### config.mk
export PLATFORM = sky130hd
export DESIGN_NAME = oam_dma_ctrl
export DESIGN_NICKNAME = d
export VERILOG_FILES = /design/src/rtl/oam_dma_ctrl.sv
export SDC_FILE = /design/constraint.sdc
export NUM_CORES = 1
export LEC_CHECK = 0
export CAP_MARGIN = 25
export CORE_MARGIN = 5
export CORE_UTILIZATION = 45
export CTS_CLUSTER_SIZE = 25
export DETAILED_ROUTE_END_ITERATION = 16
export PLACE_DENSITY_LB_ADDON = 0.15
export SYNTH_ARGS = -nofsm -noshare
export SYNTH_HDL_FRONTEND = slang
export SYNTH_SLANG_ARGS = --single-unit
### constraint.sdc
create_clock -name clk4 -period 2.1 [get_ports clk4]
set_clock_uncertainty 0.05 [all_clocks]
set_input_delay 0.42 -clock clk4 [delete_from_list [all_inputs] [get_ports clk4]]
set_output_delay 0.42 -clock clk4 [all_outputs]
set_load 0.02 [all_outputs]
### src/rtl/oam_dma_ctrl.sv
// oam_dma_ctrl: sequences the FF46 OAM DMA copy of 160 bytes into OAM.
// Optional macro OAM_DMA_BUS_BLOCK_EN adds the cpu_bus_block output.
module oam_dma_ctrl #(
    parameter int CLKS_PER_BYTE = 4,
    parameter int NUM_BYTES     = 160
) (
    input  logic        clk4,
    input  logic        n_reset2,
    input  logic        cpu_wr,
    input  logic        cpu_rd,
    input  logic        ff46,
    input  logic [15:0] cpu_a,
    input  logic [7:0]  d_in,
    output logic [7:0]  d_out,
    output logic        d_oe,
    input  logic [7:0]  dma_din,
    output logic [15:0] dma_a,
    output logic        dma_run,
    output logic        dma_addr_ext,
    output logic        vram_to_oam,
    output logic [7:0]  oam_a,
    output logic [7:0]  oam_dout,
    output logic        oam_dma_wr
`ifdef OAM_DMA_BUS_BLOCK_EN
    ,
    output logic        cpu_bus_block
`endif
);

    localparam int PW = 4;
    localparam logic [PW-1:0] PH_CAP = PW'(CLKS_PER_BYTE - 2);
    localparam logic [PW-1:0] PH_WR  = PW'(CLKS_PER_BYTE - 1);
    localparam logic [PW-1:0] PH_GO  = PW'(CLKS_PER_BYTE);
    localparam logic [7:0]    LAST_IDX = 8'(NUM_BYTES - 1);

    typedef enum logic [1:0] {
        IDLE  = 2'b00,
        START = 2'b01,
        XFER  = 2'b10
    } state_t;

    state_t          state_q;
    state_t          state_d;
    logic [PW-1:0]   phase_q;
    logic [PW-1:0]   phase_d;
    logic [7:0]      idx_q;
    logic [7:0]      idx_d;
    logic [7:0]      src_hi_q;
    logic [7:0]      data_q;
    logic [15:0]     last_a_q;
    logic [7:0]      eff_hi;
    logic            trigger;
    logic            in_xfer;
    logic            cap_now;

    assign trigger = cpu_wr & ff46;
    assign in_xfer = (state_q == XFER);
    assign cap_now = in_xfer & (phase_q == PH_CAP);

    // Echo RAM (E000-FDFF) mirrors WRAM, so fold high sources down by 0x20.
    assign eff_hi = (src_hi_q >= 8'hE0) ? (src_hi_q - 8'h20) : src_hi_q;

    // FF46 readback is the raw register, never the folded page.
    assign d_oe  = ff46 & cpu_rd;
    assign d_out = d_oe ? src_hi_q : 8'h00;

    // State register; a FF46 write is folded into state_d by the comb block.
    always_ff @(posedge clk4) begin
        if (!n_reset2) begin
            state_q <= IDLE;
            phase_q <= '0;
            idx_q   <= '0;
        end else begin
            state_q <= state_d;
            phase_q <= phase_d;
            idx_q   <= idx_d;
        end
    end

    // Datapath: source page, fetched byte and last driven source address.
    always_ff @(posedge clk4) begin
        if (!n_reset2) begin
            src_hi_q <= 8'h00;
            data_q   <= 8'h00;
            last_a_q <= 16'h0000;
        end else begin
            if (trigger) begin
                src_hi_q <= d_in;
            end
            if (cap_now) begin
                data_q <= dma_din;
            end
            if (in_xfer) begin
                last_a_q <= {eff_hi, idx_q};
            end
        end
    end

    // Next-state sequencing and per-byte bus/OAM outputs.
    always_comb begin
        state_d    = state_q;
        phase_d    = phase_q;
        idx_d      = idx_q;
        dma_run    = 1'b0;
        dma_a      = last_a_q;
        oam_dma_wr = 1'b0;
        oam_a      = 8'h00;
        oam_dout   = 8'h00;
        unique case (state_q)
            IDLE: begin
            end
            START: begin
                if (phase_q == PH_GO) begin
                    state_d = XFER;
                    phase_d = '0;
                    idx_d   = '0;
                end else begin
                    phase_d = phase_q + PW'(1);
                end
            end
            XFER: begin
                dma_run = 1'b1;
                dma_a   = {eff_hi, idx_q};
                if (phase_q == PH_WR) begin
                    oam_dma_wr = 1'b1;
                    oam_a      = idx_q;
                    oam_dout   = data_q;
                    phase_d    = '0;
                    if (idx_q == LAST_IDX) begin
                        state_d = IDLE;
                    end else begin
                        idx_d = idx_q + 8'd1;
                    end
                end else begin
                    phase_d = phase_q + PW'(1);
                end
            end
            default: begin
                state_d = IDLE;
            end
        endcase
        // A new FF46 write wins over everything, but the strobe above stays.
        if (trigger) begin
            state_d = START;
            phase_d = '0;
            idx_d   = '0;
        end
    end

    assign vram_to_oam  = dma_run & (eff_hi[7:5] == 3'b100);
    assign dma_addr_ext = dma_run & ~vram_to_oam;

`ifdef OAM_DMA_BUS_BLOCK_EN
    logic cpu_in_vram;

    // Block the CPU only from the bus the DMA is currently driving.
    assign cpu_in_vram   = (cpu_a[15:13] == 3'b100);
    assign cpu_bus_block = dma_run
                         & (cpu_a < 16'hFE00)
                         & (cpu_in_vram == vram_to_oam);
`else
    logic unused_cpu_a;

    assign unused_cpu_a = ^cpu_a;
`endif

endmodule

==> results of run 1 <==
[stage by stage]
stage,worst slack [ns],hold slack (ns),std cells,utilization (%)
after floorplan,0.0160,0.399,258,-
after CTS,-0.199,0.430,413,67.7
after global placement,-0.227,0.412,403,63.5
final,-0.0683,0.425,416,66.7
after detailed placement,-0.265,0.418,403,63.5
after global routing,-0.159,0.456,416,66.7
[layout by cell type, fill, tap and decap left out, drive strengths merged, types with 10 or more instances in the layout]
cell type / n
buf: 55
dfxtp: 46
and2: 35
nand2: 29
clkdlybuf4s50: 22
clkbuf: 15
mux2: 13
inv: 11
nand3: 10
mux2i: 10
[where the power goes]
group	switching (mW)	internal [mW]	leakage, nW
logic	0.0971	0.100	0.996
registers	0.00810	0.883	0.373
clock network	0.283	0.254	0.0431
total	0.388	1.24	1.41
[final cells by class]
type | count | share of cell area [%]
multi-input cells | 188 | 40.7
flip-flops and latches | 46 | 27.5
repair buffers | 95 | 25.5
well taps | 70 | 2.61
clock buffers | 6 | 2.46
inverters | 11 | 1.30
[flip-flops by register name, indices dropped and copies added, names as in the netlist]
name,count
data_q,8
phase_q,4
last_a_q,16
src_hi_q,8
idx_q,8
state_q,2
[layer usage]
metal,wire [um],track usage [%]
met5,0,0
met2,2580,26.7
met1,2630,24.1
met3,442,6.80
met4,68,6.48
[how the worst max path moves through the flow]
stage | start | endpoint | slack, ns | cells after the start
floorplan | state_q[0] | oam_a[0] | 0.02 | 6
finish | state_q[0] | oam_a[2] | -0.07 | 8
CTS | state_q[0] | oam_a[5] | -0.20 | 7
global route | state_q[0] | oam_a[1] | -0.16 | 8
detailed placement | state_q[0] | oam_dout[7] | -0.26 | 7
global placement | state_q[0] | oam_dout[2] | -0.23 | 7
[repair_timing]
| action | CTS | global route |
|---|---|---|
| setup endpoints to repair | 46 | 36 |
| hold buffers | 0 | 0 |
| resized for setup | 177 | 31 |
| setup buffers | 3 | 5 |
| pin swaps | 10 | 1 |
| cloned | 1 | 0 |
[cell families (layout without fill, tap and decap cells)]
family,count (synthesis),in the layout
AOI/OAI and AO/OA,34,34
muxes,23,23
xor gates and xnor gates,3,3
adders and majority gates,8,8
buffers and inverters,24,112
and+or+nand+nor,120,120
DFF,46,46
[worst max-delay path: cells and delay by family (launching register included)]
kind          cells  cell delay [ns]
simple gates      2             0.37
flops             1             0.33
fa+ha+maj         1             0.17
buf+inv           5             0.52
==> metrics.csv, run 1 <==
metric,value,unit
detailed router's first-iteration violation count,122,
Mapped Nets,303,
main combinational cell family by area after synthesis,simple AND/OR/NAND/NOR gates,
final total negative setup slack,-0.757,ns
warning count from the yosys run,0,
"critical path fanouts, max",8,
number of enable-type register cells in the synthesized netlist,0,
Worst Hold Endpoint,src_hi_q[4],
Peak VDD IR,0.390,mV
delay of the slowest cell on the worst path,0.33,ns
post-synthesis mux area share,10.6,%
footprint of the flip-flops and latches,923,um^2
Synth top cells by count,"46 x sky130_fd_sc_hd__dfxtp_1, 35 x sky130_fd_sc_hd__and2_1, 29 x sky130_fd_sc_hd__nand2_1, 13 x sky130_fd_sc_hd__mux2_2",
Post-DP Area,3200,um^2
simple-gate share of the synthesized area,29.6,%
Final Hold Fails,0,
worst setup margin,-0.0683,ns
leakage power,1.41,nW
maximum buffer depth of the clock tree,2,
startpoint of the worst register-to-register path,state_q[1],
top post-synthesis cells by area,"sky130_fd_sc_hd__dfxtp_1 40%, sky130_fd_sc_hd__and2_1 9.5%, sky130_fd_sc_hd__mux2_2 6.3%",
failing checks,negative setup slack,
routed vias,2127,
share of synthesized flip-flops with an asynchronous set or reset,0,%
via count of the first global-routing pass,1946,
max_slew headroom,65.4,%
summed instance area of the synthesized netlist,2320,um^2
total iterations of the first detailed-routing run,4,
Buffers on Ports,65,
H-Tree Level Count,2,
share of the synthesized area in compound gates (AO/OA/AOI/OAI),10.5,%
Final nets,392,
mean routed wirelength per cell,13.7,um
Highest Clock Rate,461,MHz
total half-perimeter wirelength after legalization and detailed placement,4050,um
initial core utilization,45.9,%
RSZ-0062 raised after global routing,yes,
outcome,"finished, violations left",
flip-flop cell with the highest count after synthesis,sky130_fd_sc_hd__dfxtp_1,
cell-by-cell trace of the critical path,inv_2 > ha_4 > inv_4 > nor4b_4 > buf_4 > clkbuf_16 > and2_4 > buf_6,
total gr overflow,0,
hold path startpoint,src_hi_q[4],
number of antenna violations at the first check in global routing,0,
maximum number of pins on one net before global-route repair,33,
site row count,26,
die extent in x,81.7,um
synthesized flop and latch total,46,
count of cells along the worst register-to-register path,8,
library cell with the highest instance count after synthesis,sky130_fd_sc_hd__dfxtp_1,
detailed-route DRC error count,0,
Critical Path RT,1.63,ns
Total Power,1.63,mW
top cell type by total area after synthesis,sky130_fd_sc_hd__dfxtp_1,
"Slew Viols, Final",0,
classification of the worst-slack hold path,reg -> reg,
setup violators final,16,
Root Buffer,sky130_fd_sc_hd__clkbuf_8,
post-synthesis to final-layout area growth,45.1,%
CTS buffer count,5,
finished layout cell area,3360,um^2
master of the slowest instance on the critical path,sky130_fd_sc_hd__dfxtp_2,
power per standard cell area,484,nW/um^2
synthesized-area fraction occupied by xor and xnor cells,1.13,%
fillcell total,449,
die height,81.7,um
clock tree from TritonCTS,done,
die area,6680,um^2
Worst-path clk slew,0.08,ns
global-route wire length before repair,9180,um
"Clk Latency, worst-skew pair",0.29,ns
launching element type of the critical path,register,
TritonCTS Sinks,46,
Least-Margin Pin Slew,0.514,ns
share of layout cells above drive strength 1,31.8,%
category of the most critical setup path,reg -> out,
crit share post-route,103,%
worst reg2reg path endpoint,idx_q[0],
synthesized instance count,258,
category of the worst setup path capture point,primary output,
Maximum Capacitance Violations,0,
sequential element share of the synthesized area,39.8,%
adder and majority gate portion of the synthesized area,4.32,%
number of primary I/O pins,82,
area taken by multi-input logic gates,1370,um^2
depth of the worst hold-timing path,2,
number of routed nets with antenna violations,0,
"reg-to-reg slack, setup",0.11,ns
Routed Wire Length,5720,um
Post-Syn Area per Cell,8.98,um^2
Core Footprint,5040,um^2
minimum clock period,2.17,ns
final weighted congestion of routability-driven global placement,0.875,
arrival time of data at the critical path endpoint,1.70,ns
Synth cell types,39,
post-DR vias/cell,5.11,
fraction of post-synthesis cell area in the top cell type by area,39.8,%
Inserted Diodes,0,
Total GRT Usage,18.1,%
No activity file was read; power rests on OpenSTA's default activity.
==> run 2: changes to the inputs <==
Settings changed: CTS_CLUSTER_SIZE 25 to 14.
==> results of run 2 <==
The final DEF is identical to that of run 1; final timing and power are the same.
